## src/rtl/nl_engine.sv

```systemverilog
// Streaming elementwise activation engine: one tensor of 16-bit words per start,
// single registered output stage, dimensions and emitted-length status for the NL register file.
module nl_engine #(
    parameter int DW    = 16,
    parameter int CNT_W = 48
) (
    input  logic          clk,
    input  logic          rst,
    input  logic          start,
    input  logic [15:0]   data_wid,
    input  logic [15:0]   data_hei,
    input  logic [15:0]   data_ch,
    input  logic [15:0]   nl_type,
    input  logic [15:0]   input_data_format,
    input  logic          in_valid,
    output logic          in_ready,
    input  logic [DW-1:0] in_data,
    output logic          out_valid,
    input  logic          out_ready,
    output logic [DW-1:0] out_data,
    output logic          out_last,
    output logic          busy,
    output logic          done,
    output logic [15:0]   output_wid,
    output logic [15:0]   output_hei,
    output logic [15:0]   output_ch,
    output logic [15:0]   output_data_length
);

    typedef enum logic [1:0] {S_IDLE, S_RUN, S_DONE} state_t;

    localparam logic [DW-1:0] RELU6_MAX = DW'(16'h0600);

    state_t             state_q, state_d;
    logic [CNT_W-1:0]   total_q, total_d;
    logic [CNT_W-1:0]   in_cnt_q, in_cnt_d;
    logic [15:0]        type_q, type_d;
    logic               sgn_q, sgn_d;
    logic [15:0]        wid_q, wid_d, hei_q, hei_d, ch_q, ch_d;
    logic [15:0]        len_q, len_d;
    logic               out_valid_q, out_valid_d;
    logic               out_last_q, out_last_d;
    logic [DW-1:0]      out_data_q, out_data_d;

    logic [31:0]        wh_prod;
    logic [CNT_W-1:0]   total_prod;
    logic               in_fire, out_fire;
    logic               unused_fmt_bits;

    // Only bit0 of the format register carries meaning.
    assign unused_fmt_bits = ^input_data_format[15:1];

    assign wh_prod    = {16'b0, data_wid} * {16'b0, data_hei};
    assign total_prod = {{(CNT_W-32){1'b0}}, wh_prod} * {{(CNT_W-16){1'b0}}, data_ch};

    function automatic logic [DW-1:0] apply_nl(input logic [15:0] t, input logic sgn,
                                               input logic [DW-1:0] x);
        logic                 neg;
        logic signed [DW-1:0] xs;
        logic signed [DW-1:0] shr;
        logic [DW-1:0]        r;
        neg = sgn & x[DW-1];
        xs  = x;
        shr = xs >>> 3;
        r   = x;
        case (t)
            16'd1: r = neg ? '0 : x;
            16'd2: r = neg ? shr : x;
            // Non-negative values compare as unsigned in both formats.
            16'd3: r = neg ? '0 : ((x > RELU6_MAX) ? RELU6_MAX : x);
            default: r = x;
        endcase
        return r;
    endfunction

    assign in_ready  = (state_q == S_RUN) && (in_cnt_q < total_q) && (!out_valid_q || out_ready);
    assign in_fire   = in_valid && in_ready;
    assign out_fire  = out_valid_q && out_ready;

    always_comb begin
        state_d     = state_q;
        total_d     = total_q;
        in_cnt_d    = in_cnt_q;
        type_d      = type_q;
        sgn_d       = sgn_q;
        wid_d       = wid_q;
        hei_d       = hei_q;
        ch_d        = ch_q;
        len_d       = len_q;
        out_valid_d = out_valid_q;
        out_last_d  = out_last_q;
        out_data_d  = out_data_q;
        case (state_q)
            S_IDLE: begin
                if (start) begin
                    total_d     = total_prod;
                    in_cnt_d    = '0;
                    len_d       = '0;
                    type_d      = nl_type;
                    sgn_d       = input_data_format[0];
                    wid_d       = data_wid;
                    hei_d       = data_hei;
                    ch_d        = data_ch;
                    out_valid_d = 1'b0;
                    out_last_d  = 1'b0;
                    state_d     = (total_prod == '0) ? S_DONE : S_RUN;
                end
            end
            S_RUN: begin
                if (in_fire) begin
                    out_valid_d = 1'b1;
                    out_data_d  = apply_nl(type_q, sgn_q, in_data);
                    out_last_d  = (in_cnt_q == total_q - CNT_W'(1));
                    in_cnt_d    = in_cnt_q + CNT_W'(1);
                end else if (out_fire) begin
                    out_valid_d = 1'b0;
                    out_last_d  = 1'b0;
                end
                if (out_fire) begin
                    if (len_q != 16'hFFFF) begin
                        len_d = len_q + 16'd1;
                    end
                    if (out_last_q) begin
                        state_d = S_DONE;
                    end
                end
            end
            S_DONE: begin
                state_d = S_IDLE;
            end
            default: state_d = S_IDLE;
        endcase
    end

    always_ff @(posedge clk or posedge rst) begin
        if (rst) begin
            state_q     <= S_IDLE;
            total_q     <= '0;
            in_cnt_q    <= '0;
            type_q      <= '0;
            sgn_q       <= 1'b0;
            wid_q       <= '0;
            hei_q       <= '0;
            ch_q        <= '0;
            len_q       <= '0;
            out_valid_q <= 1'b0;
            out_last_q  <= 1'b0;
            out_data_q  <= '0;
        end else begin
            state_q     <= state_d;
            total_q     <= total_d;
            in_cnt_q    <= in_cnt_d;
            type_q      <= type_d;
            sgn_q       <= sgn_d;
            wid_q       <= wid_d;
            hei_q       <= hei_d;
            ch_q        <= ch_d;
            len_q       <= len_d;
            out_valid_q <= out_valid_d;
            out_last_q  <= out_last_d;
            out_data_q  <= out_data_d;
        end
    end

    assign out_valid          = out_valid_q;
    assign out_data           = out_data_q;
    assign out_last           = out_last_q;
    assign busy               = (state_q == S_RUN);
    assign done               = (state_q == S_DONE);
    assign output_wid         = wid_q;
    assign output_hei         = hei_q;
    assign output_ch          = ch_q;
    assign output_data_length = len_q;

endmodule

```

## config.mk

```make
export PLATFORM = sky130hd
export DESIGN_NAME = nl_engine
export DESIGN_NICKNAME = d
export VERILOG_FILES = /design/src/rtl/nl_engine.sv
export SDC_FILE = /design/constraint.sdc
export NUM_CORES = 2
export LEC_CHECK = 0
export BUFFER_PORTS_ARGS = -buffer_cell sky130_fd_sc_hd__buf_4
export CORE_MARGIN = 4
export CORE_UTILIZATION = 55
export DETAILED_ROUTE_END_ITERATION = 10
export PLACE_DENSITY_LB_ADDON = 0.05
export SYNTH_ARGS = -nofsm -noshare
export SYNTH_HDL_FRONTEND = slang
export SYNTH_SLANG_ARGS = --single-unit
```

## constraint.sdc

```tcl
create_clock -name clk -period 6.2 [get_ports clk]
set_clock_uncertainty 0.2 [all_clocks]
set_input_delay 0 -clock clk [delete_from_list [all_inputs] [get_ports clk]]
set_output_delay 0 -clock clk [all_outputs]
set_load 0.02 [all_outputs]
```

Word-level counts from Yosys, hierarchy flattened
Cells that the tools add are included.

Flip-flop bits (word level): 197. Input port bits: 101. Output and inout port bits: 85. Word-level logic and storage cells: 71.

Add/subtract/negate cells: 3. Multipliers: 2. Order comparisons: 2. Equal/unequal tests: 13. Muxes and demuxes: 23. Bitwise logic cells: 1. Reductions and logical operators: 15.

Operator list (count): 16-bit 2-to-1 mux (6); 48-bit 2-to-1 mux (2); 48-bit one-hot mux with 2 select lines (1); 48-bit by 1-bit adder with 48-bit output, second input constant (1); 48-bit equality test (1); 48-bit logical NOT (1); 48-bit less-than comparator (1); 32-bit by 16-bit multiplier with 48-bit output (1); 16-bit one-hot mux with 3 select lines (1); 48-bit by 1-bit subtractor with 48-bit output, second input constant (1); 16-bit by 2-bit equality test with 1-bit output, second input constant (2); 16-bit by 16-bit multiplier with 32-bit output (1); 16-bit one-hot mux with 2 select lines (1); 16-bit by 1-bit adder with 16-bit output, second input constant (1); 16-bit by 1-bit equality test with 1-bit output, second input constant (1); 16-bit by 11-bit > comparator with 1-bit output, second input constant (1); 16-bit != test, second input constant (1); 15-bit 2-to-1 mux (1); 3-bit AND reduction (3); 2-bit 2-to-1 mux (4); 2-bit by 1-bit != test with 1-bit output, second input constant (4); 1-bit logical AND (4); 1-bit 2-to-1 mux (4); 1-bit one-hot mux with 2 select lines (2); 12 further kinds (13).

Longest topological paths before layout
Depth after elaboration: 6. Mapped depth: 48. Depth with buffers taken out: 45.

Worst setup path before layout
OpenSTA, ideal clock, no wires.

Path type: input port to flip-flop. Start point: input data_hei[4]. End point: register state_q[0]. Library setup time: 0.137 ns. Data arrival time: 11.572 ns. Data required time: 5.863 ns. Setup slack: -5.709 ns. Stages: 43. Path buffers: 4. Cell sequence: clkbuf_1 -> clkbuf_1 -> nand2_1 -> fa_1 -> fa_1 -> inv_1 -> fa_1 -> inv_1 -> fa_1 -> fa_1 -> fa_1 -> inv_1 -> ha_1 -> a2111oi_0 -> o21ai_0 -> a31oi_1 -> o21ai_1 -> o31ai_1 -> [... 7 more ...] -> fa_1 -> fa_1 -> fa_1 -> fa_1 -> fa_1 -> inv_1 -> ha_1 -> clkbuf_1 -> and3_1 -> and2_1 -> a2111oi_0 -> o2111ai_1 -> nor4_1 -> and4_1 -> nand4_1 -> and4bb_1 -> and4_1 -> a21oi_1.

Longest elaborated chain between the ends: 6.

Ends and longest elaborated chain: start, declared (RTL line 11) `input logic [15:0] data_hei,`; 16-bit by 16-bit multiplier with 32-bit output (RTL line 53) `assign wh_prod = {16'b0, data_wid} * {16'b0, data_hei};`; 32-bit by 16-bit multiplier with 48-bit output (RTL line 54) `assign total_prod = {{(CNT_W-32){1'b0}}, wh_prod} * {{(CNT_W-16){1'b0}}, data_ch};`; 48-bit logical NOT (RTL line 106) `state_d = (total_prod == '0) ? S_DONE : S_RUN;`; 2-bit 2-to-1 mux (RTL line 106); 2-bit 2-to-1 mux (RTL line 95) `if (start) begin`; 2-bit one-hot mux with 2 select lines (RTL line 93) `case (state_q)`; end signal, assigned (RTL line 150) `state_q <= state_d;`; end, declared (RTL line 34) `state_t state_q, state_d;`.

Every way passes these cells. The select of a mux whose other input is x is not followed. A chain may end at the register's enable or synchronous reset.

Worst setup path after layout
Start point: input data_wid[9]. End point: register state_q[0].

Longest elaborated chain between the ends: 6.

Ends and longest elaborated chain: start, declared (RTL line 10) `input logic [15:0] data_wid,`; 16-bit by 16-bit multiplier with 32-bit output (RTL line 53); 32-bit by 16-bit multiplier with 48-bit output (RTL line 54); 48-bit logical NOT (RTL line 106); 2-bit 2-to-1 mux (RTL line 106); 2-bit 2-to-1 mux (RTL line 95); 2-bit one-hot mux with 2 select lines (RTL line 93).

Every way passes these cells. The select of a mux whose other input is x is not followed.

==> flow_summary.json <==
{
  "status": "complete, but fails checks",
  "violations": "negative setup slack",
  "critical-path-max-stage-delay_ns": 0.58,
  "start_util_pct": 55.6,
  "routed_wl_um": 105000,
  "antenna_found_initial": 3,
  "drtIter0Drc": 2355,
  "die_h_um": 266,
  "cts_tree": "built",
  "overflow": 0,
  "gr-usage-met1_pct": 43.4,
  "fillers": 5158,
  "synth_flop_cell": "dfrtp_1",
  "worst_setup_path_end_kind": "flip-flop",
  "cts_made_buffers": 17,
  "cts_buffer_depth": 2,
  "clkTransAtPathRegs_ns": 0.08,
  "syn_inst": 4233,
  "maxSlewHeadroom_pct": 28.9,
  "crit_slowest_cell": "fa_1",
  "final-hold-violation-count": 0,
  "grt_pass1_wl_um": 171000,
  "rows": 94,
  "route.detailed.drc": 0,
  "ctsRootBufferMaster": "clkbuf_16",
  "wl_per_cell_um": 18.2,
  "hpwlAfterDp_um": 83200,
  "avgViaCountPerCell": 5.52,
  "vias": 31924,
  "nets": 5890,
  "maxCapViolCount": 0,
  "grt_pass1_vias": 32545,
  "synthesis.nets": 5221,
  "setup_ws_ns": -4.91,
  "avgSynthCellArea_um2": 8.66,
  "rsz0062_at_grt": "yes",
  "detail-route-antenna-nets": 0,
  "async_flop_share_pct": 100,
  "pre_cts_slack_ns": -5.58,
  "cts.sinks": 197,
  "num_io_pins": 186,
  "syn_to_final_growth_pct": 28.6,
  "place_congestion": 0.943,
  "io_buffers": 170,
  "synth-seq-area-share_pct": 13.4,
  "grt_max_degree": 91,
  "final_layout_size_suffix_gt1_share_pct": 24.3,
  "synth_seq_cells": 197,
  "crit_top_cell": "fa_1",
  "grt.busiest_layer": "met2",
  "critPathArrivalTime_ns": 11.24,
  "fin_cells": 5781,
  "hp-class": "in -> reg",
  "placed_cells": 5587,
  "ctsHtreeMaxLevel": 4,
  "setup_violations": 43,
  "worstSetupStartpointType": "input port",
  "coreArea_um2": 66000,
  "path_class": "in -> reg",
  "yosysWarnings": 0,
  "grt_use_met2_pct": 48.1,
  "finalCritPeriodShare_pct": 179,
  "die_w_um": 266,
  "tightest_slew_ns": 1.06,
  "cp_max_fo": 6,
  "fin_crit_ns": 11.11,
  "synth_edf_count": 0,
  "fmax_ghz": 0.0900,
  "grt_util_met3_pct": 4.40,
  "synthesis.area_um2": 36700,
  "synth_cell_types": 85,
  "insertion_delay_ns": 0.50,
  "grt_usage_pct": 30.0,
  "slew_viol_final": 0,
  "required_ns": 6.33,
  "die-area_um2": 70900,
  "drtPass1Iterations": 7
}
[final cells by class]
class | count | area [um^2] | share of cell area (%)
Antenna cell | 2 | 5.00 | 0.0106
Clock buffer | 20 | 447 | 0.947
Clock inverter | 12 | 136 | 0.289
Inverter | 668 | 2510 | 5.33
Multi-Input combinational cell | 3163 | 30800 | 65.4
Sequential cell | 197 | 4930 | 10.5
Tap cell | 864 | 1080 | 2.29
Timing Repair Buffer | 855 | 7190 | 15.3
[placed cells by master (no fill, tap or decap), types with 19 or more instances in the layout]
| cell type | instances |
|---|---|
| buf_4 | 674 |
| nand2_1 | 646 |
| inv_1 | 622 |
| fa_1 | 594 |
| and2_1 | 412 |
| ha_1 | 228 |
| dfrtp_1 | 197 |
| nor2_1 | 111 |
| dlygate4sd3_1 | 93 |
| o21ai_0 | 90 |
| a21oi_1 | 85 |
| xnor2_1 | 65 |
| buf_6 | 61 |
| nand3_1 | 55 |
| and3_1 | 48 |
| inv_2 | 45 |
| ha_4 | 45 |
| xor2_1 | 40 |
| or3_1 | 38 |
| nand4_1 | 36 |
| a21o_1 | 36 |
| nor3_1 | 35 |
| o21ai_1 | 35 |
| nand2_2 | 30 |
| a21oi_2 | 27 |
| o211ai_1 | 26 |
| nor2b_1 | 24 |
| o21a_1 | 23 |
| and2_4 | 23 |
| nor4_1 | 21 |
| o31ai_1 | 19 |
[final timing paths]
path                       depth (start not counted)           end  slack (ns)        start
setup reg to reg                                  10  in_cnt_q[26]        1.50   state_q[1]
hold reg to reg                                    2     type_q[9]        0.28    type_q[9]
min in group asynchronous                          4   out_data[1]        0.53          rst
setup / recovery                                  40    state_q[0]       -4.91  data_wid[9]
max in group asynchronous                          5    total_q[1]        3.90          rst
hold / removal                                     4    type_q[10]        0.04  nl_type[10]
[critical path: cells and delay by family]
kind                     cells  cell delay (ns)
AO/OA/AOI/OAI                6             1.24
AND/OR/NAND/NOR              9             1.59
adder cells (fa/ha/maj)     14             6.69
buffers and inverters        9             1.22
XOR/XNOR                     2             0.47
[what timing repair did]
action / 4_1_cts / 5_1_grt
endpoints found under the hold margin: 177 / 0
pin swaps: 132 / 67
cloned: 1 / 0
gates resized for setup: 271 / 122
setup endpoints to repair: 44 / 44
hold buffers: 93 / 0
buffers inserted: 43 / 30
[cells by family (layout without fill, tap and decap cells)]
kind of cell / after synthesis / after routing / share of synthesized area, %
buffers and inverters: 873 / 1555 / 8.96
xor gates and xnor gates: 136 / 136 / 3.25
muxes: 14 / 14 / 0.392
other: 0 / 2 / 0
and+or+nand+nor: 1608 / 1608 / 22.1
DFF: 197 / 197 / 13.4
adders and majority gates: 887 / 887 / 42.8
AOI/OAI and AO/OA: 518 / 518 / 9.03
[registers in the layout, summed over array words and instances (netlist names)]
| signal | count |
|---|---|
| sgn_q | 1 |
| out_valid | 1 |
| type_q | 16 |
| out_data | 16 |
| output_wid | 16 |
| output_data_length | 16 |
| out_last | 1 |
| output_ch | 16 |
| total_q | 48 |
| in_cnt_q | 48 |
| state_q | 2 |
| output_hei | 16 |
[synth_stat cells (all sizes together) (21+ instances only)]
cell type / n / area share (%)
clkbuf: 198 / 2.0
dfrtp: 197 / 13
nor3: 44 / 0.61
nor2: 118 / 1.2
ha: 275 / 9.4
a21oi: 127 / 1.7
xnor2: 91 / 2.2
nand2: 687 / 7.0
o21ai: 150 / 2.0
o21a: 25 / 0.51
nand4: 36 / 0.61
nor2b: 28 / 0.48
a21o: 37 / 0.76
and2: 435 / 7.4
o211ai: 26 / 0.53
fa: 612 / 33
nand3: 61 / 0.88
and3: 56 / 0.96
xor2: 45 / 1.1
o31ai: 21 / 0.43
nor4: 30 / 0.64
or3: 42 / 0.74
inv: 668 / 6.8
[metal layers]
| metal | wire length (um) | vias up |
|---|---|---|
| met1 | 46500 | 16036 |
| met5 | 0 | - |
| met4 | 2300 | 0 |
| met3 | 6470 | 147 |
| li1 | - | 14755 |
| met2 | 50000 | 986 |
[per-stage QoR]
stage	util, %	area (um^2)	hold WS (ns)	setup TNS, ns
after global routing	71.5	47100	0.0478	-168.14
after detailed placement	65.5	43200	-0.0645	-188.38
final	71.5	47100	0.0362	-155.18
after CTS	70.3	46400	0.00973	-153.21
after floorplan	-	38000	-0.0946	-149.84
after global placement	65.5	43200	-0.0643	-185.15
Power is left out: the tool's default activity adds up to more than one toggle a clock period on the data nets, which glitch-free logic cannot reach.
